File: config.mk
export PLATFORM = sky130hd
export DESIGN_NAME = hpdmc_dqcal
export DESIGN_NICKNAME = d
export VERILOG_FILES = /design/src/rtl/hpdmc_dqcal.sv
export SDC_FILE = /design/constraint.sdc
export NUM_CORES = 1
export LEC_CHECK = 0
export ABC_AREA = 1
export BUFFER_PORTS_ARGS = -buffer_cell sky130_fd_sc_hd__buf_4
export CORE_MARGIN = 2
export CORE_UTILIZATION = 56
export DETAILED_ROUTE_END_ITERATION = 12
export PLACE_DENSITY = 0.81
export SLEW_MARGIN = 20
export SYNTH_ARGS = -nofsm -noshare
export SYNTH_HDL_FRONTEND = slang
export SYNTH_SLANG_ARGS = --single-unit
File: constraint.sdc
create_clock -name sys_clk -period 1.95 [get_ports sys_clk]
set_input_delay 0.0975 -clock sys_clk [delete_from_list [all_inputs] [get_ports sys_clk]]
set_output_delay 0.0975 -clock sys_clk [all_outputs]
set_load 0.02 [all_outputs]
File: src/rtl/hpdmc_dqcal.sv
// DQ input-delay calibration: sweeps the delay line tap by tap with test reads,
// measures the first passing window, then parks the delay at the window centre.
module hpdmc_dqcal #(
    parameter int unsigned TAPS    = 64,
    parameter logic [31:0] PATTERN = 32'hA55A5AA5,
    parameter int unsigned SETTLE  = 4,
    parameter int unsigned TIMEOUT = 255
) (
    input  logic        sys_clk,
    input  logic        sys_rst_n,
    input  logic        start,
    output logic        busy,
    output logic        done,
    output logic        fail,
    output logic        rd_req,
    input  logic        rd_ack,
    input  logic        rd_valid,
    input  logic [31:0] di,
    output logic        idelay_rst,
    output logic        idelay_ce,
    output logic        idelay_inc,
    output logic [7:0]  tap,
    output logic [7:0]  win_lo,
    output logic [7:0]  win_hi
);
    typedef enum logic [3:0] {
        S_IDLE, S_ZERO, S_REQ, S_WAIT, S_STEP,
        S_SETTLE, S_REZERO, S_CENTER, S_CSETTLE, S_END
    } state_t;

    localparam logic [7:0] LAST_TAP    = 8'(TAPS - 1);
    localparam logic [3:0] SETTLE_CNT  = 4'(SETTLE);
    localparam logic [7:0] TIMEOUT_CNT = 8'(TIMEOUT);

    state_t     r_state, w_state;
    logic       r_busy, w_busy;
    logic       r_done, w_done;
    logic       r_fail, w_fail;
    logic       r_rdReq, w_rdReq;
    logic       r_idelayRst, w_idelayRst;
    logic       r_idelayCe, w_idelayCe;
    logic [7:0] r_tap, w_tap;
    logic [7:0] r_winLo, w_winLo;
    logic [7:0] r_winHi, w_winHi;
    logic       r_found, w_found;
    logic [7:0] r_target, w_target;
    logic [3:0] r_cnt, w_cnt;
    logic [7:0] r_tcnt, w_tcnt;
    logic       w_pass;

    always_ff @(posedge sys_clk or negedge sys_rst_n) begin
        if (!sys_rst_n) begin
            r_state     <= S_IDLE;
            r_busy      <= 1'b0;
            r_done      <= 1'b0;
            r_fail      <= 1'b0;
            r_rdReq     <= 1'b0;
            r_idelayRst <= 1'b0;
            r_idelayCe  <= 1'b0;
            r_tap       <= 8'd0;
            r_winLo     <= 8'd0;
            r_winHi     <= 8'd0;
            r_found     <= 1'b0;
            r_target    <= 8'd0;
            r_cnt       <= 4'd0;
            r_tcnt      <= 8'd0;
        end else begin
            r_state     <= w_state;
            r_busy      <= w_busy;
            r_done      <= w_done;
            r_fail      <= w_fail;
            r_rdReq     <= w_rdReq;
            r_idelayRst <= w_idelayRst;
            r_idelayCe  <= w_idelayCe;
            r_tap       <= w_tap;
            r_winLo     <= w_winLo;
            r_winHi     <= w_winHi;
            r_found     <= w_found;
            r_target    <= w_target;
            r_cnt       <= w_cnt;
            r_tcnt      <= w_tcnt;
        end
    end

    assign w_pass = (di == PATTERN);

    always_comb begin
        w_state     = r_state;
        w_busy      = r_busy;
        w_done      = r_done;
        w_fail      = r_fail;
        w_rdReq     = 1'b0;
        w_idelayRst = 1'b0;
        w_idelayCe  = 1'b0;
        w_tap       = r_tap;
        w_winLo     = r_winLo;
        w_winHi     = r_winHi;
        w_found     = r_found;
        w_target    = r_target;
        w_cnt       = r_cnt;
        w_tcnt      = r_tcnt;

        case (r_state)
            S_IDLE: begin
                if (start) begin
                    w_state = S_ZERO;
                    w_busy  = 1'b1;
                    w_done  = 1'b0;
                    w_fail  = 1'b0;
                    w_winLo = 8'd0;
                    w_winHi = 8'd0;
                    w_found = 1'b0;
                end
            end
            S_ZERO: begin
                w_idelayRst = 1'b1;
                w_tap       = 8'd0;
                w_cnt       = SETTLE_CNT;
                w_state     = S_SETTLE;
            end
            S_SETTLE: begin
                if (r_cnt == 4'd0) begin
                    w_state = S_REQ;
                    w_rdReq = 1'b1;
                end else begin
                    w_cnt = r_cnt - 4'd1;
                end
            end
            S_REQ: begin
                if (rd_ack) begin
                    w_tcnt  = TIMEOUT_CNT;
                    w_state = S_WAIT;
                end else begin
                    w_rdReq = 1'b1;
                end
            end
            // A data strobe wins over timeout expiry in the same cycle.
            S_WAIT: begin
                if (rd_valid) begin
                    if (w_pass) begin
                        w_winHi = r_tap;
                        w_found = 1'b1;
                        if (!r_found) begin
                            w_winLo = r_tap;
                        end
                    end
                    if (!w_pass && r_found) begin
                        w_state = S_REZERO;
                    end else if (r_tap == LAST_TAP) begin
                        if (w_pass) begin
                            w_state = S_REZERO;
                        end else begin
                            w_state = S_END;
                            w_fail  = 1'b1;
                            w_busy  = 1'b0;
                        end
                    end else begin
                        w_state = S_STEP;
                    end
                end else if (r_tcnt <= 8'd1) begin
                    w_state = S_END;
                    w_fail  = 1'b1;
                    w_busy  = 1'b0;
                end else begin
                    w_tcnt = r_tcnt - 8'd1;
                end
            end
            S_STEP: begin
                w_idelayCe = 1'b1;
                w_tap      = r_tap + 8'd1;
                w_cnt      = SETTLE_CNT;
                w_state    = S_SETTLE;
            end
            S_REZERO: begin
                w_idelayRst = 1'b1;
                w_tap       = 8'd0;
                w_target    = 8'(({1'b0, r_winLo} + {1'b0, r_winHi}) >> 1);
                w_cnt       = SETTLE_CNT;
                w_state     = S_CSETTLE;
            end
            S_CSETTLE: begin
                if (r_cnt == 4'd0) begin
                    w_state = S_CENTER;
                end else begin
                    w_cnt = r_cnt - 4'd1;
                end
            end
            S_CENTER: begin
                if (r_tap == r_target) begin
                    w_state = S_END;
                    w_done  = 1'b1;
                    w_busy  = 1'b0;
                end else begin
                    w_idelayCe = 1'b1;
                    w_tap      = r_tap + 8'd1;
                    w_cnt      = SETTLE_CNT;
                    w_state    = S_CSETTLE;
                end
            end
            S_END: begin
                w_state = S_IDLE;
            end
            default: begin
                w_state = S_IDLE;
            end
        endcase
    end

    assign busy       = r_busy;
    assign done       = r_done;
    assign fail       = r_fail;
    assign rd_req     = r_rdReq;
    assign idelay_rst = r_idelayRst;
    assign idelay_ce  = r_idelayCe;
    assign idelay_inc = 1'b1;
    assign tap        = r_tap;
    assign win_lo     = r_winLo;
    assign win_hi     = r_winHi;

endmodule

# --- Yosys cells after proc, flatten, opt, wreduce, memory -nomap -nowiden ---
# Cells that the tools add are included.
classes:
  n_eq_ne: 27
  n_lt_le_gt_ge: 1
  mux: 54
  n_addsub: 4
  reduce_logical: 23
op_table:
  columns: ["op", "n"]
  rows:
  - ["2-to-1 mux 8 bit", 10]
  - ["case mux 8 bit (2 select lines)", 3]
  - ["2-to-1 mux 4 bit", 11]
  - ["equality test 32 bit, second input constant", 1]
  - ["case mux 4 bit (8 select lines)", 1]
  - ["inequality test 2 bit, second input constant", 12]
  - ["case mux 8 bit (3 select lines)", 1]
  - ["2-to-1 mux 1 bit", 21]
  - ["equality test 4 x 3 -> 1 bit, second input constant", 4]
  - ["inequality test 3 bit, second input constant", 4]
  - ["case mux 4 bit (3 select lines)", 1]
  - ["case mux 1 bit (2 select lines)", 5]
  - ["AND reduction 5 bit", 2]
  - ["adder 8 x 8 -> 9 bit", 1]
  - ["nonzero test 3 bit", 3]
  - ["adder 8 x 1 -> 8 bit, second input constant", 1]
  - ["equality test 4 x 2 -> 1 bit, second input constant", 2]
  - ["equality test 8 x 6 -> 1 bit, second input constant", 1]
  - ["equality test 8 bit", 1]
  - ["<= comparator 8 x 1 -> 1 bit, second input constant", 1]
  - ["zero test 4 bit", 2]
  - ["AND reduction 4 bit", 2]
  - ["subtractor 8 x 1 -> 8 bit, second input constant", 1]
  - ["AND reduction 7 bit", 1]
  - ["12 further kinds", 17]
totals:
  reg_bits: 55
  inputBits: 37
  output_inout_bits: 31

# --- Longest topological paths before layout ---
# Gate-level depths: netlist of run 1.
logic_depth:
  word_depth: 6
  ltp_mapped: 12

# --- Least setup slack after synthesis of run 1 ---
# OpenSTA, ideal clock, no wires.
synth_timing:
  kind: "reg2reg"
  start: "register r_winLo[1], in the netlist win_lo[1]"
  end: "register r_target[5]"
  path_slack_ns: 0.134
  synth_period_minus_slack_ns: 1.816
  setup_time_ns: 0.123
  path_buffers: 0
  t_arrival_ns: 1.693
  stages_incl_launch_ff: 12
  cell_sequence: "dfrtp_1 > inv_1 > fa_1 > inv_1 > nand3_1 > nand2_1 > nand2_1 > nand2_1 > a21oi_1 > and2_1 > o21ai_0 > nand2_1"
synth_between:
  elab_chain_len: 1
synth_lines:
  columns: ["element", "line_no", "text"]
  rows:
  - ["start: declaration", "43", "logic [7:0] r_winLo, w_winLo;"]
  - ["start signal: assignment", "76", "r_winLo <= w_winLo;"]
  - ["adder 8 x 8 -> 9 bit", "177", "w_target = 8'(({1'b0, r_winLo} + {1'b0, r_winHi}) >> 1);"]
  - ["end signal: assignment", "79", "r_target <= w_target;"]
  - ["end: declaration", "46", "logic [7:0] r_target, w_target;"]
# No other way between the ends.
# A chain may end at the register's enable or synchronous reset.

# --- Worst setup path after layout of run 1 ---
layout_timing:
  start: "register r_state[0]"
  end: "register r_tap[4], in the netlist tap[4]"
layout_between:
  elab_chain_len: 4
layout_lines:
  columns: ["element", "line_no", "text"]
  rows:
  - ["start: declaration", "35", "state_t r_state, w_state;"]
  - ["start signal: assignment", "68", "r_state <= w_state;"]
  - ["equality test 4 x 3 -> 1 bit / equality test 4 x 1 -> 1 bit (equally long branches)", "103", "case (r_state)"]
  - ["OR reduction 2 bit (no line)", null, null]
  - ["nonzero test 3 bit (no line)", null, null]
  - ["AND reduction 2 bit (no line)", null, null]
  - ["end signal: assignment", "75", "r_tap <= w_tap;"]
  - ["end: declaration", "42", "logic [7:0] r_tap, w_tap;"]
# Parallel ways exist; a longest one is shown, timed or not.

==> results of run 1 <==
synth_stat cells, types with 2 or more instances:
library cell  count
inv_2            12
inv_1            51
xnor2_1           7
nor2_2            8
buf_4             2
o21ai_1           3
nand2_1         126
nor2b_1           2
nand3_1          32
or2_2             3
nand4_1           7
a21oi_1          15
nand2_4           5
nand3_2           2
nor2_4            5
buf_6             5
o21ai_0          24
nand3b_1          2
dfrtp_1          55
xor2_1            5
a31oi_1           3
nor3_1            4
nand2_2           7
nor2_1           44
o21ai_2           5
ha_1             11
o21a_1            3
how the worst min path moves through the flow:
| stage | cells past startpoint | end | slack, ns | start |
|---|---|---|---|---|
| finish | 4 | rd_req$_DFF_PN0_ | 0.16 | rd_ack |
| CTS | 4 | rd_req$_DFF_PN0_ | 0.15 | rd_ack |
| floorplan | 0 | busy$_DFFE_PN0P_ | -0.20 | sys_rst_n |
| detailed placement | 1 | idelay_rst$_DFF_PN0_ | 0.19 | sys_rst_n |
| global route | 4 | fail$_DFFE_PN0P_ | 0.17 | start |
| global placement | 1 | idelay_rst$_DFF_PN0_ | 0.19 | sys_rst_n |
layer usage:
metal  routed length [µm]  up-vias  GRT usage
met5                    0        -          0
met1                 3660     1470      0.323
met4                  218        0     0.0954
li1                     -     1611          -
met2                 3770      154      0.389
met3                  668       19     0.0447
placed cells by master (no fill, tap or decap), drive strengths merged, types with 2 or more instances in the layout:
cell type and count:
nand2 138, buf 73, inv 64, nor2 57, dfrtp 55, nand3 34
o21ai 32, a21oi 17, ha 11, nand4 8, xnor2 7, clkbuf 7
xor2 5, nor3 5, a31oi 4, or2 3, o21a 3, nor2b 2
nand3b 2
logic make-up after synthesis:
logic type	count (synthesis)	synth area share
AO/OA/AOI/OAI	59	0.103
XOR/XNOR	12	0.0299
adder cells (fa/ha/maj)	12	0.0449
buffers and inverters	72	0.0909
flip-flops	55	0.392
other	1	0.00107
AND/OR/NAND/NOR	251	0.338
power groups by stage:
stage	registers, mW	logic [mW]	clock network (mW)
2_1_floorplan	1.89	1.90	0
6_report	1.80	2.71	0.621
3_3_place_gp	1.80	2.59	0
3_5_place_dp	1.82	2.66	0
4_1_cts	1.80	2.68	0.634
5_1_grt	1.84	3.04	0.663
critical path, stage by stage (launching register included):
cell     delay [ns]
dfrtp_1        0.58
nand3_2        0.16
nor2_2         0.22
nand3_1        0.14
nand2_1        0.17
buf_4          0.19
nor2_1         0.06
o21a_1         0.17
registers in the layout (all words and copies together) (netlist names):
register / flops
busy: 1
done: 1
fail: 1
idelay_ce: 1
idelay_rst: 1
r_cnt: 4
r_found: 1
r_state: 4
r_target: 8
r_tcnt: 8
rd_req: 1
tap: 8
win_hi: 8
win_lo: 8
cell type report:
class                      count  area (µm²)
fill                         486        1820
inverter                      64         243
clock inverter                 1        5.00
sequential                    55        1380
tap                           75        93.8
clock buffer                   7        76.3
timing repair buffer          74         558
multi-input combinational    335        1820
what timing repair did:
| action | CTS | global route |
|---|---|---|
| setup buffers | 0 | 2 |
| setup endpoints to repair | 0 | 7 |
| endpoints found under the hold margin | 55 | 0 |
| hold buffers | 1 | 0 |
| resized for setup | 0 | 4 |
==> run_results.csv, run 1 <==
group,metric,value,unit
outcome,status,"completed",
detailed_routing,drtIter0Drc,186,
place,place_ws,0.0874,ns
sta,fin_skew,0.00827,ns
synthesis,synthFlopType,"dfrtp_1",
synthesis,async_reset_ff_frac,1.00,
detailed_routing,routed_wl,8.31,mm
clocking,cts_buffers,5,
synthesis,synth_area,0.00351,mm²
global_routing,grt_usage,0.241,
clocking,clk_latency,0.31,ns
finish,layout-drive-gt1-share,0.252,
setup_path,worst_r2r_startpoint,"r_state[0]$_DFFE_PN0P_",
sta,worstMarginPinSlew,0.694,ns
setup_path,cp_max_fo,9,
power_and_ir_drop,p_sw_frac,0.471,
global_routing,grt_max_degree,56,
floorplanning,die_h,83.2,µm
power_and_ir_drop,seqPwrFrac,0.351,
setup_path,worst_setup_path_start_kind,"register",
floorplanning,placementRows,28,
synthesis,synth_nets,511,
synthesis,yosysSeqAreaShare,0.392,
finish,diodes,0,
clocking,htreeDepth,2,
power_and_ir_drop,power_frac_comb,0.528,
finish,post-route-util,0.697,
clocking,clockBufferDepth,2,
power_and_ir_drop,p_int,2.72,mW
power_and_ir_drop,leakage,2.12,nW
sta,fmax,554,MHz
setup_path,crit_end,"tap[4]$_DFFE_PN0P_",
synthesis,syn_inst,462,
place,place_hpwl,6.32,mm
sta,fin_ws,0.146,ns
synthesis,synth_top_area_frac,0.392,
sta,finalHoldViolCount,0,
clocking,cts.sinks,55,
sta,finalMaxSlewViolations,0,
detailed_routing,routed-via-count,3254,
setup_path,required,2.16,ns
synthesis,postSynthAreaPerCell,7.60,µm²
detailed_routing,dr.pass1.iters,5,
synthesis,synth_edf_count,0,
power_and_ir_drop,irDropWorstVdd,0.719,mV
finish,areaGrowthSynthToFinish,18.9,%
setup_path,reg2reg_slack,0.15,ns
sta,setup_viol,0,
global_routing,overflow,0,
floorplanning,start_util,0.586,
setup_path,critical_path_class,"reg -> reg",
synthesis,yosysTopAreaCell,"dfrtp_1",
setup_path,reg2reg_depth,7,
sta,fin_crit_sh,0.925,
place,dp_cells,600,
sta,whs,0.161,ns
place,io_buffers,66,
floorplanning,core_area,0.00599,mm²
global_routing,grt_pass1_vias,3050,
clocking,cts_root_buffer,"clkbuf_8",
setup_path,critPathLaunch,"r_state[0]$_DFFE_PN0P_",
floorplanning,ios,68,
sta,timing.slew.headroom,0.538,
synthesis,ys_top_cells_by_area,"dfrtp_1 39%, nand2_1 13%, inv_1 5.5%, nor2_1 4.7%, nand3_1 4.6%",
finish,num-nets-final,584,
power_and_ir_drop,switchingPower,2.42,mW
hold_path,min_path_type,"in -> reg",
sta,rsz0062_at_grt,"false",
synthesis,ys_ff_latch,55,
detailed_routing,avgRoutedWirePerCell,13.6,µm
power_and_ir_drop,p_total,5.14,mW
detailed_routing,drc,0,
detailed_routing,viasPerCell,5.33,
synthesis,yosys_warnings,0,
power_and_ir_drop,p_per_area,1230,mW/mm²
setup_path,worst_setup_path_end_kind,"register",
clocking,cts_tree,"yes",
place,globalplace.congestion,0.870,
setup_path,crit_arrival,2.01,ns
detailed_routing,postRouteAntennaNets,0,
global_routing,antenna_found_initial,0,
run,cap_violations,0,
power_and_ir_drop,clkPwrFrac,0.121,
global_routing,grt_pass1_wl,13.8,mm
setup_path,reg2reg_to,"tap[4]$_DFFE_PN0P_",
floorplanning,fp.dieW,83.2,µm
synthesis,synth_cell_types,41,
sta,period_needed,1.80,ns
finish,fin_area,0.00418,mm²
clocking,path_clk_slew,0.09,ns
floorplanning,dieArea,0.00692,mm²
finish,post_layout_nonfiller_instances,611,
sta,finalSetupTns,0,ns
place,placed_area,0.00406,mm²
Power figures use the tool's default switching activity.
==> run 2: changes to the inputs <==
--- a/config.mk
+++ b/config.mk
@@ -5,12 +5,13 @@
 export SDC_FILE = /design/constraint.sdc
 export NUM_CORES = 1
 export LEC_CHECK = 0
-export ABC_AREA = 1
 export BUFFER_PORTS_ARGS = -buffer_cell sky130_fd_sc_hd__buf_4
+export CELL_PAD_IN_SITES_DETAIL_PLACEMENT = 0
+export CELL_PAD_IN_SITES_GLOBAL_PLACEMENT = 2
 export CORE_MARGIN = 2
-export CORE_UTILIZATION = 56
+export CORE_UTILIZATION = 34
 export DETAILED_ROUTE_END_ITERATION = 12
-export PLACE_DENSITY = 0.81
+export PLACE_DENSITY_LB_ADDON = 0.1
 export SLEW_MARGIN = 20
 export SYNTH_ARGS = -nofsm -noshare
 export SYNTH_HDL_FRONTEND = slang
==> run 2 against run 1 <==
The run now ends with negative setup slack left. Flip-flop and latch count stayed put. Die area grew 50%. Routed wire length rose by 19%. Global-route usage down 5.4 points. Setup slack got worse by 0.32 ns. Combinational power rose by 42%. Synthesized cell count fell by 29%. Count of clock-buffer cells in the layout down 2. Critical path depth fell by 1. Sequential power is 7% lower. Critical path type unchanged.
==> run_results.csv, run 2 <==
group,metric,value,unit
clocking,cts_buffers,5,
synthesis,syn_inst,327,
global_routing,grt_usage,0.188,
finish,areaGrowthSynthToFinish,55.7,%
finish,layout_common_cells,"150 x buf_4, 44 x dfrtp_1, 29 x nor2_1",
clocking,cts_tree,"yes",
detailed_routing,wl_met1,4.82,mm
floorplanning,placementRows,35,
synthesis,yosysSeqAreaShare,0.422,
sta,period_needed,2.13,ns
floorplanning,ios,68,
detailed_routing,postRouteAntennaNets,0,
run,cap_violations,0,
power_and_ir_drop,clkPwrFrac,0.123,
detailed_routing,wl_met2,4.72,mm
synthesis,async_reset_ff_frac,1.00,
clocking,clockBufferDepth,2,
power_and_ir_drop,leakage,2.33,nW
outcome,failed_checks,"negative setup slack",
power_and_ir_drop,power_frac_comb,0.611,
clocking,cts_root_buffer,"clkbuf_8",
sta,fin_ws,-0.177,ns
synthesis,synth_nets,376,
synthesis,synth_most_common_cell,"dfrtp_1",
clocking,path_clk_slew,0.10,ns
synthesis,synthFlopType,"dfrtp_1",
power_and_ir_drop,switchingPower,2.58,mW
synthesis,yosysTopAreaCell,"dfrtp_1",
finish,layout-drive-gt1-share,0.520,
power_and_ir_drop,p_sw_frac,0.408,
sta,rsz0062_at_grt,"true",
synthesis,ys_top_cells_by_area,"dfrtp_1 42%, xor2_1 4.6%, ha_1 4.2%, nor2_1 4.0%, o21ai_0 3.5%",
setup_path,crit_arrival,2.33,ns
detailed_routing,avgRoutedWirePerCell,16.1,µm
floorplanning,die_h,102,µm
floorplanning,core_area,0.00928,mm²
power_and_ir_drop,seqPwrFrac,0.266,
synthesis,synth_area,0.00326,mm²
finish,fill_cells,885,
synthesis,postSynthAreaPerCell,9.97,µm²
floorplanning,fp.dieW,102,µm
setup_path,critical_path_class,"reg -> reg",
power_and_ir_drop,irDropWorstVdd,0.688,mV
synthesis,yosys-top-cells-count,"55 x dfrtp_1, 35 x nor2_1, 29 x nand2_1",
sta,timing.slew.headroom,0.500,
sta,worstMarginPinSlew,0.749,ns
finish,post-route-util,0.547,
detailed_routing,routed_wl,9.90,mm
setup_path,worst_setup_path_start_kind,"register",
detailed_routing,dr.max_layer_used,"met4",
synthesis,yosys_warnings,0,
detailed_routing,routed-via-count,3010,
sta,fin_skew,0.0152,ns
sta,finalMaxSlewViolations,0,
place,io_buffers,66,
place,globalplace.congestion,0.804,
hold_path,min_path_type,"in -> reg",
sta,fin_crit_sh,1.09,
floorplanning,dieArea,0.0104,mm²
clocking,cts.sinks,55,
setup_path,cp_max_fo,8,
setup_path,required,2.15,ns
clocking,clk_latency,0.31,ns
detailed_routing,drtIter0Drc,90,
synthesis,ys_ff_latch,55,
synthesis,synth_edf_count,0,
power_and_ir_drop,p_total,6.33,mW
clocking,htreeDepth,2,
sta,setup_viol,34,
sta,finalHoldViolCount,0,
global_routing,overflow,0,
detailed_routing,drc,0,
place,place_hpwl,7.21,mm
finish,seq_area,0.00139,mm²
finish,num-nets-final,535,
floorplanning,start_util,0.351,
detailed_routing,route.met3.wl,291,µm
power_and_ir_drop,p_int,3.74,mW
global_routing,grt_pass1_wl,15.0,mm
synthesis,synth_cell_types,65,
power_and_ir_drop,p_per_area,1250,mW/mm²
finish,multiInputGateArea,0.00208,mm²
global_routing,grt_pass1_vias,2953,
synthesis,synth_top_area_frac,0.422,
global_routing,grt_max_degree,56,
sta,fmax,470,MHz
setup_path,worst_setup_path_end_kind,"register",
finish,diodes,0,
detailed_routing,viasPerCell,4.89,
outcome,status,"finished, violations left",
detailed_routing,dr.pass1.iters,4,
setup_path,reg2reg_slack,-0.18,ns
finish,final_common_cell,"buf_4",
global_routing,antenna_found_initial,0,
run 2: per-stage QoR:
| stage | hold slack [ns] | cells | area [µm²] | setup TNS [ns] | worst slack [ns] |
|---|---|---|---|---|---|
| after floorplan | -0.198 | 327 | 3290 | -0.666 | -0.132 |
| after global placement | 0.209 | 591 | 4450 | -2.03 | -0.158 |
| after detailed placement | 0.217 | 591 | 4450 | -2.13 | -0.163 |
| after CTS | 0.105 | 604 | 4670 | -1.78 | -0.162 |
| after global routing | 0.118 | 616 | 5080 | -6.09 | -0.250 |
| final | 0.123 | 616 | 5080 | -3.07 | -0.177 |
run 2: power by group through the flow:
stage / clock network, mW / logic [mW] / registers [mW]
2_1_floorplan: 0 / 1.57 / 1.80
3_3_place_gp: 0 / 3.05 / 1.68
3_5_place_dp: 0 / 3.07 / 1.69
4_1_cts: 0.814 / 3.24 / 1.67
5_1_grt: 0.862 / 4.18 / 1.72
6_report: 0.779 / 3.86 / 1.68
run 2: worst paths after layout:
path / cells after the start / endpoint / start
max in group asynchronous: 2 / tap[6]$_DFFE_PN0P_ / sys_rst_n
setup reg to reg: 6 / win_lo[1]$_DFFE_PN0P_ / r_tcnt[4]$_DFFE_PN0P_
hold reg to reg: 1 / busy$_DFFE_PN0P_ / busy$_DFFE_PN0P_
setup / recovery: 6 / win_lo[1]$_DFFE_PN0P_ / r_tcnt[4]$_DFFE_PN0P_
min in group asynchronous: 2 / r_tcnt[0]$_DFFE_PN0P_ / sys_rst_n
hold / removal: 4 / rd_req$_DFF_PN0_ / rd_ack
run 2: cell type report:
type                            instances  share of cell area
Clock buffer                            5              0.0136
Clock inverter                          3             0.00863
Inverter                               15              0.0111
Multi-Input combinational cell        246               0.411
Sequential cell                        55               0.274
Tap cell                              129              0.0318
Timing Repair Buffer                  163               0.250
run 2: timing repair:
action	CTS	global route
setup endpoints to repair	35	47
setup buffers	4	11
pin swaps	14	49
resized for setup	22	81
hold endpoints to repair	55	0
cloned	0	1
hold buffers	1	0
run 2: logic make-up (layout without fill, tap and decap cells):
logic type / count (synthesis) / in the layout / synth area share
AOI/OAI and AO/OA: 84 / 84 / 0.191
buffers and inverters: 26 / 186 / 0.0480
muxes: 9 / 9 / 0.0292
xor gates and xnor gates: 21 / 21 / 0.0564
and+or+nand+nor: 119 / 119 / 0.203
other: 1 / 1 / 0.00115
DFF: 55 / 55 / 0.422
adders and majority gates: 12 / 12 / 0.0483
run 2: metal layers:
| layer | vias up | global-route usage |
|---|---|---|
| met1 | 1451 | 0.284 |
| met2 | 46 | 0.290 |
| li1 | 1506 | - |
| met3 | 7 | 0.0246 |
| met5 | - | 0 |
| met4 | 0 | 0.0338 |
run 2: critical path, stage by stage (launching register included):
cell and delay, ns:
dfrtp_1 0.39, or4_4 0.55, o41ai_4 0.31, o22ai_4 0.16
nor2_4 0.13, o2111ai_4 0.21, a22o_1 0.27
==> run 3: changes to the inputs <==
--- a/config.mk
+++ b/config.mk
@@ -5,12 +5,12 @@
 export SDC_FILE = /design/constraint.sdc
 export NUM_CORES = 1
 export LEC_CHECK = 0
-export BUFFER_PORTS_ARGS = -buffer_cell sky130_fd_sc_hd__buf_4
 export CELL_PAD_IN_SITES_DETAIL_PLACEMENT = 0
 export CELL_PAD_IN_SITES_GLOBAL_PLACEMENT = 2
 export CORE_MARGIN = 2
-export CORE_UTILIZATION = 34
+export CORE_UTILIZATION = 39
 export DETAILED_ROUTE_END_ITERATION = 12
+export DONT_BUFFER_PORTS = 1
 export PLACE_DENSITY_LB_ADDON = 0.1
 export SLEW_MARGIN = 20
 export SYNTH_ARGS = -nofsm -noshare
==> run 3 against run 2 <==
The flow still finishes with violations (negative setup slack). Count of clock-buffer cells in the layout is the same. Setup slack better by 0.0072 ns. Die area decreased by 12%. Flip-flop and latch count unchanged. First-iteration DRC count stayed put. Critical path depth did not move. Sequential share of layout area rose by 3.5 points. Routed wire length decreased by 8.4%. Combinational power fell by 12%. Fmax is 0.34% higher. Cell count fell by 14%. Worst hold slack worse by 0.11 ns. Critical endpoint is now win_lo[0]$_DFFE_PN0P_. Largest power group unchanged.
==> run_results.csv, run 3 (synthesis gave the netlist of run 2 again) <==
group,metric,value,unit
outcome,status,"finished, violations left",
outcome,failed_checks,"negative setup slack",
sta,finalHoldViolCount,0,
floorplanning,start_util,0.399,
finish,post-route-util,0.549,
floorplanning,die_h,95.4,µm
place,dp_cells,506,
place,io_buffers,0,
setup_path,slowest_stage,"or4_4",
place,globalplace.congestion,0.850,
finish,post_layout_nonfiller_instances,531,
detailed_routing,postRouteAntennaNets,0,
detailed_routing,drc,0,
finish,layout-drive-gt1-share,0.425,
clocking,cts_tree,"yes",
detailed_routing,routed_wl,9.07,mm
global_routing,grt_pass1_vias,2824,
detailed_routing,avgRoutedWirePerCell,17.1,µm
power_and_ir_drop,irDropWorstVdd,0.821,mV
finish,final_common_cell,"buf_4",
clocking,cts_root_buffer,"clkbuf_8",
setup_path,cp_cell_sequence,"or4_4 -> o41ai_4 -> o22ai_4 -> nor2_4 -> o2111ai_4 -> a22o_1",
setup_path,required,2.17,ns
run,cap_violations,0,
finish,areaGrowthSynthToFinish,37.6,%
floorplanning,core_area,0.00818,mm²
finish,layout_common_cells,"93 x buf_4, 46 x dfrtp_1, 29 x nor2_1",
setup_path,critical_path_class,"reg -> reg",
setup_path,reg2reg_slack,-0.17,ns
clocking,cts.sinks,55,
detailed_routing,dr.pass1.iters,4,
floorplanning,placementRows,33,
setup_path,worst_setup_path_end_kind,"register",
detailed_routing,dr.max_layer_used,"met4",
detailed_routing,routed-via-count,2821,
global_routing,overflow,0,
sta,rsz0062_at_grt,"true",
clocking,clockBufferDepth,2,
global_routing,grt_pass1_wl,14.0,mm
setup_path,worst_setup_path_start_kind,"register",
setup_path,crit_arrival,2.34,ns
sta,finalMaxSlewViolations,0,
power_and_ir_drop,p_per_area,1300,mW/mm²
sta,fin_ws,-0.169,ns
detailed_routing,viasPerCell,5.31,
sta,period_needed,2.12,ns
detailed_routing,wl_met1,4.54,mm
place,place_hpwl,6.58,mm
finish,num-nets-final,474,
detailed_routing,wl_met2,4.20,mm
power_and_ir_drop,leakage,2.01,nW
sta,worstMarginPinSlew,0.534,ns
floorplanning,fp.dieW,95.4,µm
setup_path,slowest_delay,0.56,ns
global_routing,grt_usage,0.201,
global_routing,antenna_found_initial,0,
sta,fmax,472,MHz
detailed_routing,route.met3.wl,246,µm
floorplanning,ios,68,
clocking,htreeDepth,2,
clocking,clk_latency,0.32,ns
sta,setup_viol,27,
global_routing,grt_max_degree,56,
clocking,cts_buffers,5,
sta,fin_skew,0.0103,ns
clocking,path_clk_slew,0.11,ns
setup_path,cp_max_fo,8,
sta,timing.slew.headroom,0.641,
floorplanning,dieArea,0.00911,mm²
hold_path,min_path_type,"in -> reg",
detailed_routing,drtIter0Drc,90,
sta,fin_crit_sh,1.09,
finish,diodes,0,
==> run 3: changes by cell type in the layout (fill, tap and decap cells not counted), sizes merged <==
cell and change:
clkinvlp +1, inv +1, bufinv -1, dlygate4sd3 +1, clkinv -1, buf -62
==> run 3: cell type report <==
class / count / area (µm²)
clock buffer: 5 / 68.8
clock inverter: 3 / 27.5
fill: 766 / 3690
inverter: 15 / 56.3
multi-input combinational: 246 / 2000
sequential: 55 / 1390
tap: 105 / 131
timing repair buffer: 102 / 813
==> run 3: timing repair <==
| item | 4_1_cts | 5_1_grt |
|---|---|---|
| gates resized for setup | 23 | 56 |
| hold buffers | 3 | 0 |
| buffers inserted | 2 | 13 |
| endpoints found under the setup margin | 26 | 47 |
| endpoints found under the hold margin | 56 | 0 |
| pin swaps | 6 | 29 |
==> run 3: final timing paths <==
check                                        start                      end  cells past startpoint
max in group asynchronous                sys_rst_n       tap[2]$_DFFE_PN0P_                      2
min                                       rd_valid    r_tcnt[7]$_DFFE_PN0P_                      4
max reg2reg                  r_tcnt[4]$_DFFE_PN0P_    win_lo[0]$_DFFE_PN0P_                      6
max                          r_tcnt[4]$_DFFE_PN0P_    win_lo[0]$_DFFE_PN0P_                      6
min reg2reg                r_target[6]$_DFFE_PN0P_  r_target[6]$_DFFE_PN0P_                      2
min in group asynchronous                sys_rst_n    win_hi[0]$_DFFE_PN0P_                      2
==> run 3: critical path, delay by kind of cell, from the launching register on <==
kind,cells,cell delay [ns]
compound gates,4,0.94
simple gates,2,0.69
flops,1,0.40
==> run 3: per-layer routing <==
layer	global-route usage	up-vias
met1	0.296	1394
met2	0.308	37
met5	0	-
met3	0.0285	8
li1	-	1382
met4	0.0548	0
==> run 3: report_power, final <==
group / internal, mW / switching, mW / total, mW
Clock: 0.265 / 0.433 / 0.699
Combinational: 1.67 / 1.73 / 3.40
Sequential: 1.43 / 0.317 / 1.74
Total: 3.36 / 2.48 / 5.84
==> run 3: stage by stage <==
stage	area [µm²]	total power, mW	setup TNS (ns)	worst slack (ns)	hold slack (ns)
5_1_grt	4490	6.25	-4.89	-0.254	0.0167
4_1_cts	4200	5.39	-2.49	-0.172	0.0312
3_3_place_gp	3960	4.51	-1.87	-0.137	-0.196
6_report	4490	5.84	-1.95	-0.169	0.0130
3_5_place_dp	3960	4.53	-2.30	-0.163	-0.196
2_1_floorplan	3290	3.37	-0.666	-0.132	-0.198
